`config.mk`:
```
export PLATFORM = sky130hd
export DESIGN_NAME = uart_rx_oversampled
export DESIGN_NICKNAME = d
export VERILOG_FILES = /design/src/rtl/uart_rx_oversampled.sv
export SDC_FILE = /design/constraint.sdc
export NUM_CORES = 1
export LEC_CHECK = 0
export CAP_MARGIN = 20
export CORE_UTILIZATION = 37
export DETAILED_ROUTE_END_ITERATION = 10
export DONT_BUFFER_PORTS = 1
export GPL_TIMING_DRIVEN = 0
export HOLD_SLACK_MARGIN = 0.12
export PLACE_DENSITY = 0.55
export RECOVER_POWER = 50
export SLEW_MARGIN = 40
export SYNTH_ARGS = -nofsm -noshare
export SYNTH_HDL_FRONTEND = slang
export SYNTH_SLANG_ARGS = --single-unit
```
`constraint.sdc`:
```
create_clock -name clock -period 2.53 [get_ports clock]
set_input_delay 0.1265 -clock clock [delete_from_list [all_inputs] [get_ports clock]]
set_output_delay 0.1265 -clock clock [all_outputs]
set_load 0.05 [all_outputs]
```
`src/rtl/uart_rx_oversampled.sv`:
```
// uart_rx_oversampled: 16x-oversampled 8N1 UART receiver with optional even parity (enable with UART_RX_PARITY_EN).
module uart_rx_oversampled #(
    parameter int DATA_BITS   = 8,
    parameter int OVERSAMPLE  = 16,
    parameter int SYNC_STAGES = 2
) (
    input  logic                 clock,
    input  logic                 reset,
    input  logic                 baud_tick,
    input  logic                 rx,
    output logic [DATA_BITS-1:0] data_out,
    output logic                 data_valid,
    output logic                 frame_error,
    output logic                 parity_error,
    output logic                 busy
);
    localparam int CW = $clog2(OVERSAMPLE);
    localparam int BW = $clog2(DATA_BITS + 1);
    localparam logic [CW-1:0] HALF  = CW'(OVERSAMPLE / 2 - 1);
    localparam logic [CW-1:0] LAST  = CW'(OVERSAMPLE - 1);
    localparam logic [BW-1:0] BLAST = BW'(DATA_BITS - 1);

    typedef enum logic [2:0] {IDLE, START, DATA, PARITY, STOP, WAIT_HIGH} state_t;

    state_t               state_q, state_d;
    logic [SYNC_STAGES-1:0] sync_q;
    logic                 rxs;
    logic [CW-1:0]        tick_q, tick_d;
    logic [BW-1:0]        bit_q, bit_d;
    logic [DATA_BITS-1:0] shift_q, shift_d, data_q, data_d;
    logic                 valid_q, valid_d, ferr_q, ferr_d;
`ifdef UART_RX_PARITY_EN
    logic                 perr_q, perr_d, pbad_q, pbad_d;
`endif

    // rx crosses into the clock domain through a shift chain preset to idle-high
    always_ff @(posedge clock) begin
        if (reset) sync_q <= '1;
        else       sync_q <= {sync_q[SYNC_STAGES-2:0], rx};
    end

    assign rxs = sync_q[SYNC_STAGES-1];

    // state and datapath registers; a reset mid-frame discards everything
    always_ff @(posedge clock) begin
        if (reset) begin
            state_q <= IDLE;
            tick_q  <= '0;
            bit_q   <= '0;
            shift_q <= '0;
            data_q  <= '0;
            valid_q <= 1'b0;
            ferr_q  <= 1'b0;
`ifdef UART_RX_PARITY_EN
            perr_q  <= 1'b0;
            pbad_q  <= 1'b0;
`endif
        end else begin
            state_q <= state_d;
            tick_q  <= tick_d;
            bit_q   <= bit_d;
            shift_q <= shift_d;
            data_q  <= data_d;
            valid_q <= valid_d;
            ferr_q  <= ferr_d;
`ifdef UART_RX_PARITY_EN
            perr_q  <= perr_d;
            pbad_q  <= pbad_d;
`endif
        end
    end

    // frame FSM advancing on baud ticks; result pulses default low every clock
    always_comb begin
        state_d = state_q;
        tick_d  = tick_q;
        bit_d   = bit_q;
        shift_d = shift_q;
        data_d  = data_q;
        valid_d = 1'b0;
        ferr_d  = 1'b0;
`ifdef UART_RX_PARITY_EN
        perr_d  = 1'b0;
        pbad_d  = pbad_q;
`endif
        if (baud_tick) begin
            case (state_q)
                IDLE: begin
                    if (!rxs) begin
                        state_d = START;
                        tick_d  = '0;
                    end
                end
                START: begin
                    if (tick_q == HALF) begin
                        state_d = rxs ? IDLE : DATA;
                        tick_d  = '0;
                        bit_d   = '0;
                    end else begin
                        tick_d = tick_q + 1'b1;
                    end
                end
                DATA: begin
                    if (tick_q == LAST) begin
                        tick_d  = '0;
                        shift_d = DATA_BITS'({rxs, shift_q} >> 1);
                        if (bit_q == BLAST)
`ifdef UART_RX_PARITY_EN
                            state_d = PARITY;
`else
                            state_d = STOP;
`endif
                        else
                            bit_d = bit_q + 1'b1;
                    end else begin
                        tick_d = tick_q + 1'b1;
                    end
                end
`ifdef UART_RX_PARITY_EN
                PARITY: begin
                    if (tick_q == LAST) begin
                        tick_d  = '0;
                        pbad_d  = (^shift_q) ^ rxs;
                        state_d = STOP;
                    end else begin
                        tick_d = tick_q + 1'b1;
                    end
                end
`endif
                STOP: begin
                    if (tick_q == LAST) begin
                        tick_d  = '0;
                        data_d  = shift_q;
                        valid_d = rxs;
                        ferr_d  = !rxs;
`ifdef UART_RX_PARITY_EN
                        perr_d  = pbad_q;
`endif
                        state_d = rxs ? IDLE : WAIT_HIGH;
                    end else begin
                        tick_d = tick_q + 1'b1;
                    end
                end
                WAIT_HIGH: state_d = rxs ? IDLE : WAIT_HIGH;
                default:   state_d = IDLE;
            endcase
        end
    end

    assign data_out    = data_q;
    assign data_valid  = valid_q;
    assign frame_error = ferr_q;
`ifdef UART_RX_PARITY_EN
    assign parity_error = perr_q;
`else
    assign parity_error = 1'b0;
`endif
    assign busy = (state_q != IDLE);

endmodule

```
### Word-level counts from Yosys, hierarchy flattened

Index checks and enable logic that the tools add are counted.

* register bits: 31
* bits in latches: 0
* RAM bits: 0
* memory bits (read-only): 0
* bits of input ports: 4
* output and inout bits: 12
* word-level logic and storage cells: 54
* memories kept: 0

* $add $sub $neg: 2
* multiply operators: 0
* div/mod/pow operators: 0
* order comparisons: 0
* equal/unequal tests: 13
* shift operators: 0
* multiplexer cells: 16
* bitwise logic cells: 3
* reduce and logical (&&, ||, !) cells: 12

Operators with widths (number)
* $mux 4: 6
* $mux 3: 6
* $pmux 3 s5: 1
* $ne 2x2->1 const B: 6
* $pmux 4 s3: 1
* $reduce_and 3->1: 3
* $add 4x1->4 const B: 2
* $eq 4x3->1 const B: 2
* $pmux 4 s2: 1
* $eq 3x3->1 const B: 2
* $reduce_and 6->1: 1
* $reduce_bool 3->1: 2
* $reduce_and 5->1: 1
* $eq 4x4->1 const B: 1
* $reduce_or 4->1: 1
* $eq 3x1->1 const B: 1
* $eq 3x2->1 const B: 1
* $logic_not 3->1: 1
* $not 1->1: 3
* $mux 2: 1
* $reduce_bool 2->1: 1
* $reduce_or 2->1: 1
* $logic_not 1->1: 1

### Logic depth before layout (Yosys ltp)

* depth after elaboration: 4
* gate-level depth with buffers: 6
* mapped depth without buffers: 5

### Least setup slack after synthesis

Ideal clock, no wire load.

* path type: register to register
* start point: register tick_q[0]
* end point: register tick_q[3]
* library setup time: 0.071 ns
* arrival time: 1.764 ns
* setup slack: 0.695 ns
* stages on the path, launching flop included: 7
* clock period less this slack: 1.835 ns
* cell sequence: dfxtp_1 ha_1 and3b_1 o32a_1 buf_6 or4_1 a21oi_1

* word-level cells in the longest chain between the ends: 3
* elaborated cells between the ends (all ways): 6

Ends and longest elaborated chain
* start, declared: RTL line 28 `logic [CW-1:0] tick_q, tick_d;`
* start signal, assigned: RTL line 60 `tick_q <= tick_d;`
* $add 4x1->4, or another cell as far along: RTL line 100, 116, 141
* $mux 4, on equally long branches: RTL line 104, 131, 95
* $pmux 4 s3 *: RTL line 87 `case (state_q)`

Mark *: on every way between the ends. The rest lies on a longest branch, timed or not.
A chain may end at the register's enable or synchronous reset.

### Final worst setup path

* start point: register state_q[1]
* end point: register shift_q[1]

* word-level cells in the longest chain between the ends: 2

Ends and longest elaborated chain
* start, declared: RTL line 25 `state_t state_q, state_d;`
* start signal, assigned: RTL line 59 `state_q <= state_d;`
* $eq 3x2->1: RTL line 87
* $reduce_and 3->1 (no line)
* end signal, assigned: RTL line 62 `shift_q <= shift_d;`
* end, declared: RTL line 30 `logic [DATA_BITS-1:0] shift_q, shift_d, data_q, data_d;`

No other way between the ends.

==> impl_results.md <==
* RePlAce Congestion at about 0.82
* Nets at 166
* Total track usage at 16.3%
* Die area at about 4100 um^2
* Die X at 64.3 um
* CTS tree: yes
* Hold crit path type: input port to register
* Final hold slack at 134 ps
* Ant diodes at 0
* Pre-CTS WS at around 600 ps
* Element type at the critical path end: register
* Critical path launch point type: register
* First-pass GRT wire length at about 5000 um
* Initial DRC Count at 47
* RSZ-0062 raised after global routing: false
* Worst EP required at 2690 ps
* EDFF count, synth at 0
* Slew HR at 61.4%
* Synth top area cells: dfxtp_1, mux2i_1, nor2_1, a21oi_1, nand2_1
* Area growth from synthesis to layout at 14.5%
* Net Sw Power at roughly 0.24 mW
* Crit path cell chain: clkbuf_1, nor3b_1, and2_1, buf_4, mux2i_1, nor2_1
* Initial antenna violation count at 0
* Final Skew at 4.48 ps
* Vias per cell at 5.29
* Post-Route M1 WL at 1390 um
* FFs w/ async S/R, synth at 0%
* CTS Hold Bufs at 2
* P_int at roughly 0.90 mW
* Netlist Area Pre-Place at 1430 um^2
* Tcrit/Tclk final at just over 80%
* Worst-Skew Late Latency at 280 ps
* Clock Pin Slew Worst Setup and Hold Paths at 70 ps
* Endpoints failing setup at 0
* H-tree lvl count at 2
* MaxCap Viol Count at 0
* Post-synth top area share at between 40% and 50%
* Unique cell type count in the Yosys netlist at 48
* F_max at about 480 MHz
* CP max stage cell: nor3b_1
* Hold Startpoint: reset
* Worst slew pin tran at about 580 ps
* Antenna viol nets, final at 0
* Period minus WS final at 2080 ps
* Clk buf depth at 2
* Initial DRT Pass Iterations at 4
* Setup ws final at 455 ps
* Setup TNS at 0 ps
* Drc violations at 0
* Critical Path Source: state_q[1]$_SDFFE_PP0P_
* Detailed Route WL at 2950 um
* Core ar. at between 3000 and 4000 um^2
* Worst path max stage delay at roughly 550 ps
* Crit path buf inv count at 2
* CTS Buf Count at 5
* Cell area power density at ~690 nW/um^2
* Design area at 1640 um^2
* Layout cells sized above 1 at 13.7%
* Die height at 64.3 um
* I/O pins at 16
* Metal2 WL at 1390 um
* Grt ovf at 0
* CP delay by family, top: simple AND/OR/NAND/NOR gates
* Highest signal layer in the routed design: met4
* DP HPWL at 2050 um
* Largest net degree at the start of global routing at 12
* Met3 wire length at 120 um
* Vias at approximately 1100
* Mapped Nets at ~160
* Comb pwr share at 4.9%
* Fillers at 369
* Final hold vios at 0
* Crit path max fanout at 10
* PostCTS Resize Cnt at 0
* Clock Sinks at 31
* Pleak at around 0.58 nW
* Status: complete, no violations
* Vias in the first global route at around 1100
* Total number of yosys warnings at 0
* Clock share of power at between 50% and 60%
* Max Slew Vio Count at 0
* Initial Util at 38.9%
* Critical path arrival at 2230 ps
* Postcts setup bufs at 0
* Flop pwr share at 43.4%
* Drt wl/cell at 14.1 um
* Reg-to-reg startpoint: state_q[1]$_SDFFE_PP0P_
* I/O Buffers at 0
* FF+latch area at 621 um^2
* Area taken by multi-input logic gates at around 720 um^2
* DP Area at around 1500 um^2
* Post-synth top area cell: dfxtp_1
* Yosys reg bits at 31
* Sw frac at 20.7%
* VDD IR max at 376 uV
* Register area share after synthesis at 43.3%
* CTS root buf: clkbuf_8
* CP Class: register to register
* Syn Inst Count at 151
* Mean Syn Cell Area at 9.50 um^2
* # rows at 22
* Ys flop type: dfxtp_1
-- kinds of logic after synthesis --
group | after synthesis | share of synthesized area [%]
xor gates and xnor gates | 2 | 1.22
other | 1 | 0.262
DFF | 31 | 43.3
and+or+nand+nor | 55 | 21.9
buffers and inverters | 16 | 6.19
adders and majority gates | 2 | 1.74
muxes | 17 | 11.9
AOI/OAI and AO/OA | 27 | 13.5
-- cell type report --
class	instances	area share [%]
Multi-Input combinational cell	104	44.1
Sequential cell	31	37.8
Clock buffer	5	4.19
Clock inverter	3	4.12
Buffer	12	3.96
Tap cell	48	3.66
Timing Repair Buffer	2	1.22
Inverter	4	0.915
-- worst register-to-register path, stage by stage (launching register included) --
cell	delay (ps)
dfxtp_1	390
clkbuf_1	360
nor3b_1	550
and2_1	210
buf_4	190
mux2i_1	190
nor2_1	60
-- placed cells by master (no fill, tap or decap), drive strengths merged, types with 2 or more instances in the layout --
cell,count
nand2,7
clkbuf,10
nor3b,2
ha,2
nand3,4
or2,3
or3b,2
and3b,2
and2,2
o21ai,3
dlygate4sd3,2
nand4,3
o211ai,2
a21oi,7
buf,7
inv,4
nor2,17
a31o,3
mux2i,17
bufinv,2
xnor2,2
dfxtp,31
nand3b,2
or3,2
o41ai,2
-- layer usage --
layer  vias to the layer above  track usage, %
met2                        19            28.2
met1                       519            18.1
li1                        563               -
met4                         0            7.50
met3                         5            4.82
met5                         -               0
-- power groups by stage --
stage / Clock [mW] / Sequential [mW] / Combinational [mW]
3_3_place_gp: 0 / 0.505 / 0.0534
6_report: 0.588 / 0.494 / 0.0556
4_1_cts: 0.602 / 0.493 / 0.0577
5_1_grt: 0.621 / 0.494 / 0.0612
3_5_place_dp: 0 / 0.505 / 0.0546
2_1_floorplan: 0 / 0.504 / 0.0448
-- synth_stat cells, drive strengths merged, types with 3 or more instances --
| master | number |
|---|---|
| dfxtp | 31 |
| mux2i | 17 |
| nor2 | 17 |
| buf | 9 |
| a21oi | 7 |
| nand2 | 7 |
| inv | 4 |
| nand3 | 4 |
| a31o | 3 |
| clkbuf | 3 |
| nand4 | 3 |
| o21ai | 3 |
| or2 | 3 |
-- flip-flops by register name, summed over array words and instances (netlist names) --
signal       count
tick_q           4
data_valid       1
state_q          3
shift_q          8
sync_q           2
bit_q            4
data_out         8
frame_error      1
-- worst paths after layout --
| path | to | slack (ps) | cells after the start |
|---|---|---|---|
| hold / removal | bit_q[2]$_SDFFE_PP0P_ | 130 | 3 |
| setup reg to reg | shift_q[1]$_SDFFE_PP0P_ | 450 | 6 |
| hold reg to reg | sync_q[1]$_SDFF_PP1_ | 410 | 1 |
| setup / recovery | shift_q[1]$_SDFFE_PP0P_ | 450 | 6 |
-- stage by stage --
stage,power [mW],utilization [%],cells
2_1_floorplan,0.549,-,151
3_3_place_gp,0.558,40.5,199
3_5_place_dp,0.559,40.5,199
4_1_cts,1.15,44.7,209
5_1_grt,1.18,44.5,209
6_report,1.14,44.5,209
(Power assumes the default switching activity.)
